$ cat src/rtl/if_fetch_queue_pkg.sv
// Shared definitions for the fetch queue: slot geometry, NOP encoding and the
// 196-bit bundle layout stored in each FIFO entry.
package if_fetch_queue_pkg;

  localparam int SLOT_W = 16;
  localparam int SLOTS  = 4;
  localparam int KW     = $clog2(SLOTS);
  localparam logic [SLOT_W-1:0] NOP_INST = 16'h0000;

  typedef struct packed {
    logic [SLOTS*SLOT_W-1:0] pc;
    logic [SLOTS*SLOT_W-1:0] inst;
    logic [SLOTS*SLOT_W-1:0] recv;
    logic [SLOTS-1:0]        pred;
  } fetch_entry_t;

  localparam int ENTRY_W = $bits(fetch_entry_t);

  // Bubble seen by IF/ID whenever there is no valid work to hand over.
  function automatic fetch_entry_t bubble_entry();
    fetch_entry_t e;
    e      = '0;
    e.inst = {SLOTS{NOP_INST}};
    return e;
  endfunction

endpackage

$ cat src/rtl/fetch_pred_mask.sv
// Turns the per-slot predicted-taken bits into the index of the first taken
// slot, the slot-valid mask and the one-hot prediction result.
module fetch_pred_mask
  import if_fetch_queue_pkg::*;
(
  input  logic [SLOTS-1:0] bp_taken,
  output logic [KW-1:0]    k,
  output logic             taken_any,
  output logic [SLOTS-1:0] slot_valid,
  output logic [SLOTS-1:0] slot_pred
);

  logic found;

  always_comb begin
    k          = '0;
    found      = 1'b0;
    taken_any  = |bp_taken;
    slot_valid = '0;
    slot_pred  = '0;
    for (int i = 0; i < SLOTS; i++) begin
      if (bp_taken[i] && !found) begin
        k     = KW'(i);
        found = 1'b1;
      end
    end
    // Slots after the first taken branch are on the wrong path.
    for (int i = 0; i < SLOTS; i++) begin
      slot_valid[i] = !taken_any || (KW'(i) <= k);
      slot_pred[i]  = taken_any && (KW'(i) == k);
    end
  end

endmodule

$ cat src/rtl/if_fetch_queue.sv
// Fetch front end: owns the fetch PC, builds 4-slot bundles from imem and the
// branch predictor, and buffers them in a small FIFO ahead of IF/ID.
module if_fetch_queue
  import if_fetch_queue_pkg::*;
#(
  parameter int              DEPTH    = 4,
  parameter int              PC_W     = 16,
  parameter logic [PC_W-1:0] RESET_PC = 16'h0000
) (
  input  logic                    clk,
  input  logic                    rst_n,
  input  logic                    stall,
  input  logic                    flush,
  input  logic [PC_W-1:0]         flush_pc,
  output logic [PC_W-1:0]         imem_addr,
  output logic                    imem_en,
  input  logic [SLOTS*SLOT_W-1:0] imem_rdata,
  input  logic [SLOTS-1:0]        bp_taken,
  input  logic [PC_W-1:0]         bp_target,
  output logic [SLOTS*SLOT_W-1:0] pc_to_dec,
  output logic [SLOTS*SLOT_W-1:0] inst_to_dec,
  output logic [SLOTS*SLOT_W-1:0] recv_pc_to_dec,
  output logic [SLOTS-1:0]        pred_result_to_dec,
  output logic                    fq_full,
  output logic                    fq_empty
);

  localparam int AW = $clog2(DEPTH);

  logic [PC_W-1:0] pc_q;
  logic [AW:0]     wr_ptr;
  logic [AW:0]     rd_ptr;
  logic            push;
  logic            pop;

  fetch_entry_t    mem [DEPTH];
  fetch_entry_t    new_entry;
  fetch_entry_t    out_entry;

  logic [KW-1:0]    k;
  logic             taken_any;
  logic [SLOTS-1:0] slot_valid;
  logic [SLOTS-1:0] slot_pred;

  fetch_pred_mask u_pred_mask (
    .bp_taken   (bp_taken),
    .k          (k),
    .taken_any  (taken_any),
    .slot_valid (slot_valid),
    .slot_pred  (slot_pred)
  );

  // Pointers carry an extra wrap bit so full and empty are distinguishable.
  assign fq_empty  = (wr_ptr == rd_ptr);
  assign fq_full   = (wr_ptr[AW] != rd_ptr[AW]) && (wr_ptr[AW-1:0] == rd_ptr[AW-1:0]);
  assign pop       = ~stall & ~fq_empty & ~flush;
  assign push      = ~flush & (~fq_full | pop);
  assign imem_en   = push;
  assign imem_addr = pc_q;

  always_comb begin
    new_entry = '0;
    for (int i = 0; i < SLOTS; i++) begin
      new_entry.pc[i*SLOT_W +: SLOT_W]   = pc_q + PC_W'(i);
      new_entry.inst[i*SLOT_W +: SLOT_W] = slot_valid[i] ? imem_rdata[i*SLOT_W +: SLOT_W]
                                                         : NOP_INST;
      new_entry.recv[i*SLOT_W +: SLOT_W] = slot_pred[i] ? (pc_q + PC_W'(k) + PC_W'(1))
                                                        : '0;
      new_entry.pred[i]                  = slot_pred[i];
    end
  end

  always_ff @(posedge clk) begin
    if (!rst_n) begin
      pc_q   <= RESET_PC;
      wr_ptr <= '0;
      rd_ptr <= '0;
    end else if (flush) begin
      pc_q   <= flush_pc;
      wr_ptr <= '0;
      rd_ptr <= '0;
    end else begin
      if (push) begin
        pc_q   <= taken_any ? bp_target : pc_q + PC_W'(SLOTS);
        wr_ptr <= wr_ptr + 1'b1;
      end
      if (pop) begin
        rd_ptr <= rd_ptr + 1'b1;
      end
    end
  end

  // Data storage needs no reset; the pointers decide what is valid.
  always_ff @(posedge clk) begin
    if (push) begin
      mem[wr_ptr[AW-1:0]] <= new_entry;
    end
  end

  // A flush forces a bubble so IF/ID never latches wrong-path work.
  assign out_entry = (fq_empty || flush) ? bubble_entry() : mem[rd_ptr[AW-1:0]];

  assign pc_to_dec          = out_entry.pc;
  assign inst_to_dec        = out_entry.inst;
  assign recv_pc_to_dec     = out_entry.recv;
  assign pred_result_to_dec = out_entry.pred;

endmodule

$ cat config.mk
export PLATFORM = sky130hd
export DESIGN_NAME = if_fetch_queue
export DESIGN_NICKNAME = d
export VERILOG_FILES = /design/src/rtl/if_fetch_queue_pkg.sv /design/src/rtl/fetch_pred_mask.sv /design/src/rtl/if_fetch_queue.sv
export SDC_FILE = /design/constraint.sdc
export NUM_CORES = 1
export LEC_CHECK = 0
export BUFFER_PORTS_ARGS = -buffer_cell sky130_fd_sc_hd__buf_2
export CORE_ASPECT_RATIO = 0.5
export CORE_UTILIZATION = 25
export CTS_CLUSTER_DIAMETER = 120
export DETAILED_ROUTE_END_ITERATION = 16
export RECOVER_POWER = 100
export SETUP_SLACK_MARGIN = 0.5
export SKIP_LAST_GASP = 1
export SLEW_MARGIN = 40
export SYNTH_ARGS = -nofsm -noshare
export SYNTH_HDL_FRONTEND = slang
export SYNTH_HIERARCHICAL = 1
export SYNTH_SLANG_ARGS = --single-unit
export TNS_END_PERCENT = 100
$ cat constraint.sdc
create_clock -name clk -period 8.1 [get_ports clk]
set_input_delay 0.405 -clock clk [delete_from_list [all_inputs] [get_ports clk]]
set_output_delay 0.405 -clock clk [all_outputs]
set_load 0.05 [all_outputs]
==> impl_metrics.yaml, run 1 <==
power_and_ir_drop:
  power.leakage_uw: 0.01191
  power.share.clock: 0.400
  ir_worst_vdd_uv: 138.1
  power_switching_share: 0.2366
  p_per_area_nw_per_um2: 235.4
  comb_power_share: 0.081
  internal_power_uw: 6948
  seq_power_share: 0.519
  switchingPower_uw: 2154
worst_setup_path:
  cpLargestDelayFamily: "buffers and inverters"
  cp-end-kind: "flip-flop"
  path_class: "reg -> reg"
  setup.worst_path.start_class: "flip-flop"
  slowest_delay_ps: 2470
  path_buf_inv: 1
  required_ps: 8260
  cp_slowest_cell: "clkbuf_2"
  critPathMaxFanout: 107
  path_cells: "xnor2_1 -> nand4_1 -> and3_1 -> clkbuf_2"
  crit_arrival_ps: 5890
floorplan:
  die_area_um2: 132700
  start_util: 0.2534
  row_count: 93
  core_area_um2: 129400
  floorplan.die.width_um: 514.2
  die_h_um: 258.1
  pin_count: 319
drt:
  vias_per_cell: 4.329
  routed_wl_mm: 84.34
  first_iter_violations: 1215
  dr_total_vias: 16815
  detail-route-antenna-nets: 0
  post_drt_wl_per_cell_um: 21.71
  drtPass1Iterations: 6
  drcViolationCount: 0
finish:
  nFillCells: 12887
  regArea_um2: 23790
  nets: 2182
  finalInstanceArea_um2: 38670
  area_growth_pct: 17.91
  drive_gt1_frac: 0.2088
  finish.utilization: 0.2988
  multi_input_area_um2: 8308
clocking:
  path_clk_slew_ps: 60
  cts.sinks: 800
  cts.path.max_buffers: 3
  clock_latency_ps: 650
  cts_buffers: 81
  h-tree-depth: 3
  cts-root-buf: "clkbuf_16"
  cts_resized: 0
  cts_tree: "yes"
synth:
  syn-cell-area_um2: 32790
  syn_inst: 1742
  syn-mean-instance-area_um2: 18.83
  ys_seq_area_frac: 0.7252
  synth_nets: 1860
  ys_seq_elements: 800
  ys_async_sr_fraction: 0
  synth-main-ff-cell: "edfxtp_1"
  synth_edf_count: 776
  synthDistinctLibCells: 56
  yosysWarnings: 6
placement:
  place_hpwl_mm: 53.32
  globalplace.congestion: 0.7714
  portBuffers: 318
  placed_area_um2: 36460
grt:
  grt_pass1_wl_mm: 121.6
  grt_max_degree: 111
  grt_usage: 0.1244
  grt_pass1_vias: 17415
  grt_antenna_before_repair: 9
  overflow: 0
sta:
  layout_min_cycle_time_ps: 5725
  max_clock_freq_mhz: 174.7
  rsz0062_at_grt: "false"
  fin_worst_skew_ps: 35.26
  finalHoldViolCount: 0
  setup-tns-final_ps: 0
  setup_viol: 0
  tightest_slew_ps: 3332
  finalMaxSlewViolations: 364
  fin_crit_sh: 0.7068
  slew_headroom: -1.221
run:
  drv_cap: 9
run_status:
  violations: "capacitance limit, slew limit"
  status: "finished, violations left"
hold_path:
  hold_class: "in -> reg"
==> cell usage after synthesis (2+ instances only) <==
| master | instances | area share |
|---|---|---|
| ha_1 | 13 | 0.0050 |
| o21ai_0 | 12 | 0.0018 |
| nor2b_1 | 256 | 0.049 |
| mux4_2 | 194 | 0.13 |
| inv_1 | 14 | 0.0016 |
| nor4_1 | 4 | 0.00076 |
| o211ai_1 | 2 | 0.00046 |
| o21ai_1 | 2 | 0.00031 |
| nand2_1 | 43 | 0.0049 |
| a21oi_1 | 13 | 0.0020 |
| edfxtp_1 | 776 | 0.71 |
| buf_1 | 2 | 0.00023 |
| nor2_2 | 2 | 0.00038 |
| o221a_2 | 2 | 0.00069 |
| and2_1 | 70 | 0.013 |
| dfxtp_1 | 24 | 0.015 |
| and3_1 | 11 | 0.0021 |
| nand4_1 | 5 | 0.00095 |
| xor2_1 | 27 | 0.0072 |
| a21o_1 | 3 | 0.00069 |
| buf_2 | 52 | 0.0079 |
| clkbuf_1 | 44 | 0.0050 |
| mux2i_1 | 6 | 0.0018 |
| nor2_1 | 35 | 0.0040 |
| o31a_1 | 2 | 0.00053 |
| nand3_1 | 13 | 0.0020 |
| o31ai_1 | 4 | 0.00092 |
| buf_4 | 24 | 0.0055 |
| nand4_2 | 2 | 0.00076 |
| xnor2_1 | 40 | 0.011 |
| nand2b_1 | 3 | 0.00057 |
| nor3_1 | 12 | 0.0018 |
| o22ai_1 | 2 | 0.00038 |
| a31oi_1 | 4 | 0.00076 |
| a21boi_1 | 3 | 0.00069 |
==> cell usage in the layout (no fill, tap or decap), types with 5 or more instances in the layout <==
cell / instances
buf_2: 108
xor2_1: 27
nor3_1: 13
and3_1: 11
edfxtp_1: 776
buf_6: 7
clkbuf_1: 247
nand2_1: 43
clkinv_1: 16
clkinv_2: 10
nor2_1: 36
clkbuf_16: 81
nand4_1: 6
bufinv_16: 5
ha_1: 13
nor2b_1: 256
and2_0: 70
o21ai_0: 13
nand3_1: 13
xnor2_1: 40
dfxtp_1: 22
inv_1: 14
buf_4: 5
buf_12: 7
mux2i_1: 6
mux4_2: 194
a21oi_1: 13
==> metal layers <==
metal	vias up	track usage	wire, um
li1	7404	-	-
met1	8876	0.1604	35420
met2	407	0.2074	41950
met3	122	0.02679	4406
met4	6	0.04175	2511
met5	-	0	46
==> logic make-up after synthesis <==
| family | share of synthesized area |
|---|---|
| AOI/OAI and AO/OA | 0.01217 |
| buffers and inverters | 0.02064 |
| DFF | 0.7252 |
| muxes | 0.1351 |
| and+or+nand+nor | 0.08283 |
| adders and majority gates | 0.005571 |
| xor gates and xnor gates | 0.01839 |
| other | 0.0001144 |
==> worst paths after layout <==
check,from,slack (ps),end,depth (start not counted)
worst min-delay path,bp_target[0],50,imem_addr[0]$_SDFFE_PN0P_,3
worst min register to register,wr_ptr[1]$_SDFFE_PP0P_,530,wr_ptr[1]$_SDFFE_PP0P_,2
worst max register to register,wr_ptr[1]$_SDFFE_PP0P_,2370,mem[0][86]$_DFFE_PP_,4
worst max-delay path,wr_ptr[1]$_SDFFE_PP0P_,2370,mem[0][86]$_DFFE_PP_,4
==> through the flow <==
step | power, uW | hold WS, ps | cells | setup slack [ps]
after CTS | 9218 | 17.12 | 3881 | 3686
after detailed placement | 5575 | 529.4 | 3733 | 4312
after global placement | 5557 | 513.4 | 3729 | 4349
after floorplan | 5322 | 477.7 | 1742 | 2023
final | 9101 | 51.54 | 3884 | 2375
after global routing | 9384 | 54.10 | 3883 | 1893
==> registers in the layout (all words and copies together), names as in the netlist, named ones only <==
name / flops
wr_ptr: 3
imem_addr: 16
rd_ptr: 3
mem: 776
==> power groups by stage <==
stage          Clock [uW]  Combinational [uW]  Sequential, uW
2_1_floorplan           0                 513            4810
3_3_place_gp            0                 760            4800
3_5_place_dp            0                 771            4800
4_1_cts              3730                 774            4720
5_1_grt              3870                 784            4730
6_report             3640                 739            4720
==> final cells by class <==
type / count / area share
clock inverters: 43 / 0.01116
multi-input cells: 805 / 0.2149
repair buffers: 362 / 0.04517
flip-flops and latches: 800 / 0.6153
clock buffers: 102 / 0.05524
well taps: 1757 / 0.05686
inverters: 14 / 0.001359
diodes: 1 / 0.00006472
==> timing repair <==
action / CTS / global route
hold buffers: 3 / 0
buffers inserted: 0 / 0
endpoints found under the setup margin: 0 / 0
hold endpoints to repair: 3 / 0
==> tightest hold or removal path, stage by stage <==
cell and delay, ps:
buf_2 80, mux2i_1 50, a21oi_1 130
Power figures use the tool's default switching activity.
==> inputs of run 2 (changes only) <==
==> constraint.sdc (replaced) <==
create_clock -name clk -period 5.34 [get_ports clk]
set_input_delay 0.267 -clock clk [delete_from_list [all_inputs] [get_ports clk]]
set_output_delay 0.267 -clock clk [all_outputs]
set_load 0.05 [all_outputs]
==> run 2 against run 1 <==
The flow still finishes with violations (capacitance limit, slew limit). Critical path depth grew 1. Final cell count grew 2.0%. First-iteration DRC count shrank 1.9%.
==> impl_metrics.yaml, run 2 (synthesis gave the netlist of run 1 again) <==
run_status:
  status: "finished, violations left"
  violations: "capacitance limit, slew limit"
drt:
  drtPass1Iterations: 7
  detail-route-antenna-nets: 0
  routed_wl_mm: 84.36
  first_iter_violations: 1192
  dr_total_vias: 17058
  vias_per_cell: 4.305
  post_drt_wl_per_cell_um: 21.29
  drcViolationCount: 0
placement:
  place_ws_ps: 1905
  place_hpwl_mm: 52.71
  dp.cells: 3728
  portBuffers: 318
  globalplace.congestion: 0.7408
hold_path:
  hold-path-endpoint: "rd_ptr[1]$_SDFFE_PP0P_"
  hold_class: "in -> reg"
  min_from: "stall"
  min_path_cells: 4
floorplan:
  die_area_um2: 132700
  row_count: 93
  pin_count: 319
  core_area_um2: 129400
  floorplan.die.width_um: 514.2
  die_h_um: 258.1
  start_util: 0.2534
worst_setup_path:
  r2r.worst_path.cells: 4
  cp-end-kind: "primary output"
  critPathMaxFanout: 71
  rrSetupSlack_ps: 1350
  crit_arrival_ps: 3870
  r2r_start: "wr_ptr[1]$_SDFFE_PP0P_"
  r2r_end: "mem[2][54]$_DFFE_PP_"
  setup.worst_path.start_class: "flip-flop"
  required_ps: 5070
  path_class: "reg -> out"
sta:
  rsz0062_at_grt: "false"
  fin_crit_sh: 0.7744
  slew_headroom: -0.2768
  setup-tns-final_ps: 0
  max_clock_freq_mhz: 241.8
  setup_viol: 0
  finalHoldViolCount: 0
  tightest_slew_ps: 1901
  fin_worst_skew_ps: 49.70
  finalMaxSlewViolations: 136
  layout_min_cycle_time_ps: 4135
  layout_setup_ws_ps: 1205
clocking:
  cts-root-buf: "clkbuf_16"
  path_clk_slew_ps: 60
  cts.path.max_buffers: 3
  clock_latency_ps: 670
  cts_resized: 0
  cts.sinks: 800
  h-tree-depth: 3
  cts_buffers: 80
  cts_tree: "yes"
grt:
  grt_antenna_before_repair: 11
  grt_pass1_vias: 17778
  grt_pass1_wl_mm: 122.6
  grt_usage: 0.1254
  grt_max_degree: 147
  overflow: 0
power_and_ir_drop:
  p_per_area_nw_per_um2: 348.1
  power.leakage_uw: 0.01226
  ir_worst_vdd_uv: 198.2
  power_switching_share: 0.2416
  switchingPower_uw: 3322
  seq_power_share: 0.522
  power.share.clock: 0.395
  comb_power_share: 0.082
  p_total_uw: 13750
  internal_power_uw: 10430
finish:
  largest_register_ff_count: 776
  drive_gt1_frac: 0.2060
  layout_common_cells: "edfxtp_1 (776), nor2b_1 (256), clkbuf_1 (236)"
  finish.utilization: 0.3052
  stdcell_count: 3962
  final_common_cell: "edfxtp_1"
  area_growth_pct: 20.44
  nets: 2252
run:
  drv_cap: 6
run 2: layout make-up:
| cell class | count | area (um2) |
|---|---|---|
| inverters | 14 | 52.55 |
| well taps | 1757 | 2198 |
| clock buffers | 98 | 2069 |
| fillers | 12782 | 89900 |
| repair buffers | 433 | 2595 |
| flip-flops and latches | 800 | 23790 |
| clock inverters | 49 | 464.2 |
| multi-input cells | 805 | 8314 |
| diodes | 6 | 15.01 |
run 2: what timing repair did:
action | 4_1_cts | 5_1_grt
endpoints found under the hold margin | 253 | 0
hold buffers | 79 | 0
setup buffers | 0 | 0
run 2: per-stage QoR:
stage          hold slack (ps)  area, um2
5_1_grt                  37.56      39480
4_1_cts                  3.000      39800
6_report                 56.48      39500
3_3_place_gp             517.4      36410
3_5_place_dp             523.6      36480
2_1_floorplan            404.8      32800
run 2: how the worst max path moves through the flow:
| stage | start | to |
|---|---|---|
| final | flip-flop | recv_pc_to_dec[49] |
| after global routing | flip-flop | recv_pc_to_dec[14] |
| after CTS | flip-flop | recv_pc_to_dec[20] |
| after detailed placement | bp_taken[0] | mem[0][50]$_DFFE_PP_ |
| after global placement | bp_taken[0] | mem[0][50]$_DFFE_PP_ |
| after floorplan | wr_ptr[2]$_SDFFE_PP0P_ | mem[0][0]$_DFFE_PP_ |
run 2: metal layers:
| layer | wire, um | global-route usage |
|---|---|---|
| met1 | 35140 | 0.1575 |
| met2 | 42810 | 0.2169 |
| met3 | 4287 | 0.02776 |
| met4 | 2084 | 0.03489 |
| met5 | 42 | 0 |
run 2: worst max-delay path, cell delays in order (launching register included):
cell and delay [ps]:
dfxtp_1 1330, buf_12 300, buf_12 340, mux4_2 430
nor2b_1 160, clkbuf_1 510
run 2: power by group through the flow:
stage	sequential (uW)	combinational [uW]	clock [uW]
4_1_cts	7180	1180	5580
3_5_place_dp	7320	1130	0
2_1_floorplan	7280	778	0
3_3_place_gp	7300	1120	0
6_report	7180	1130	5430
5_1_grt	7200	1210	5810
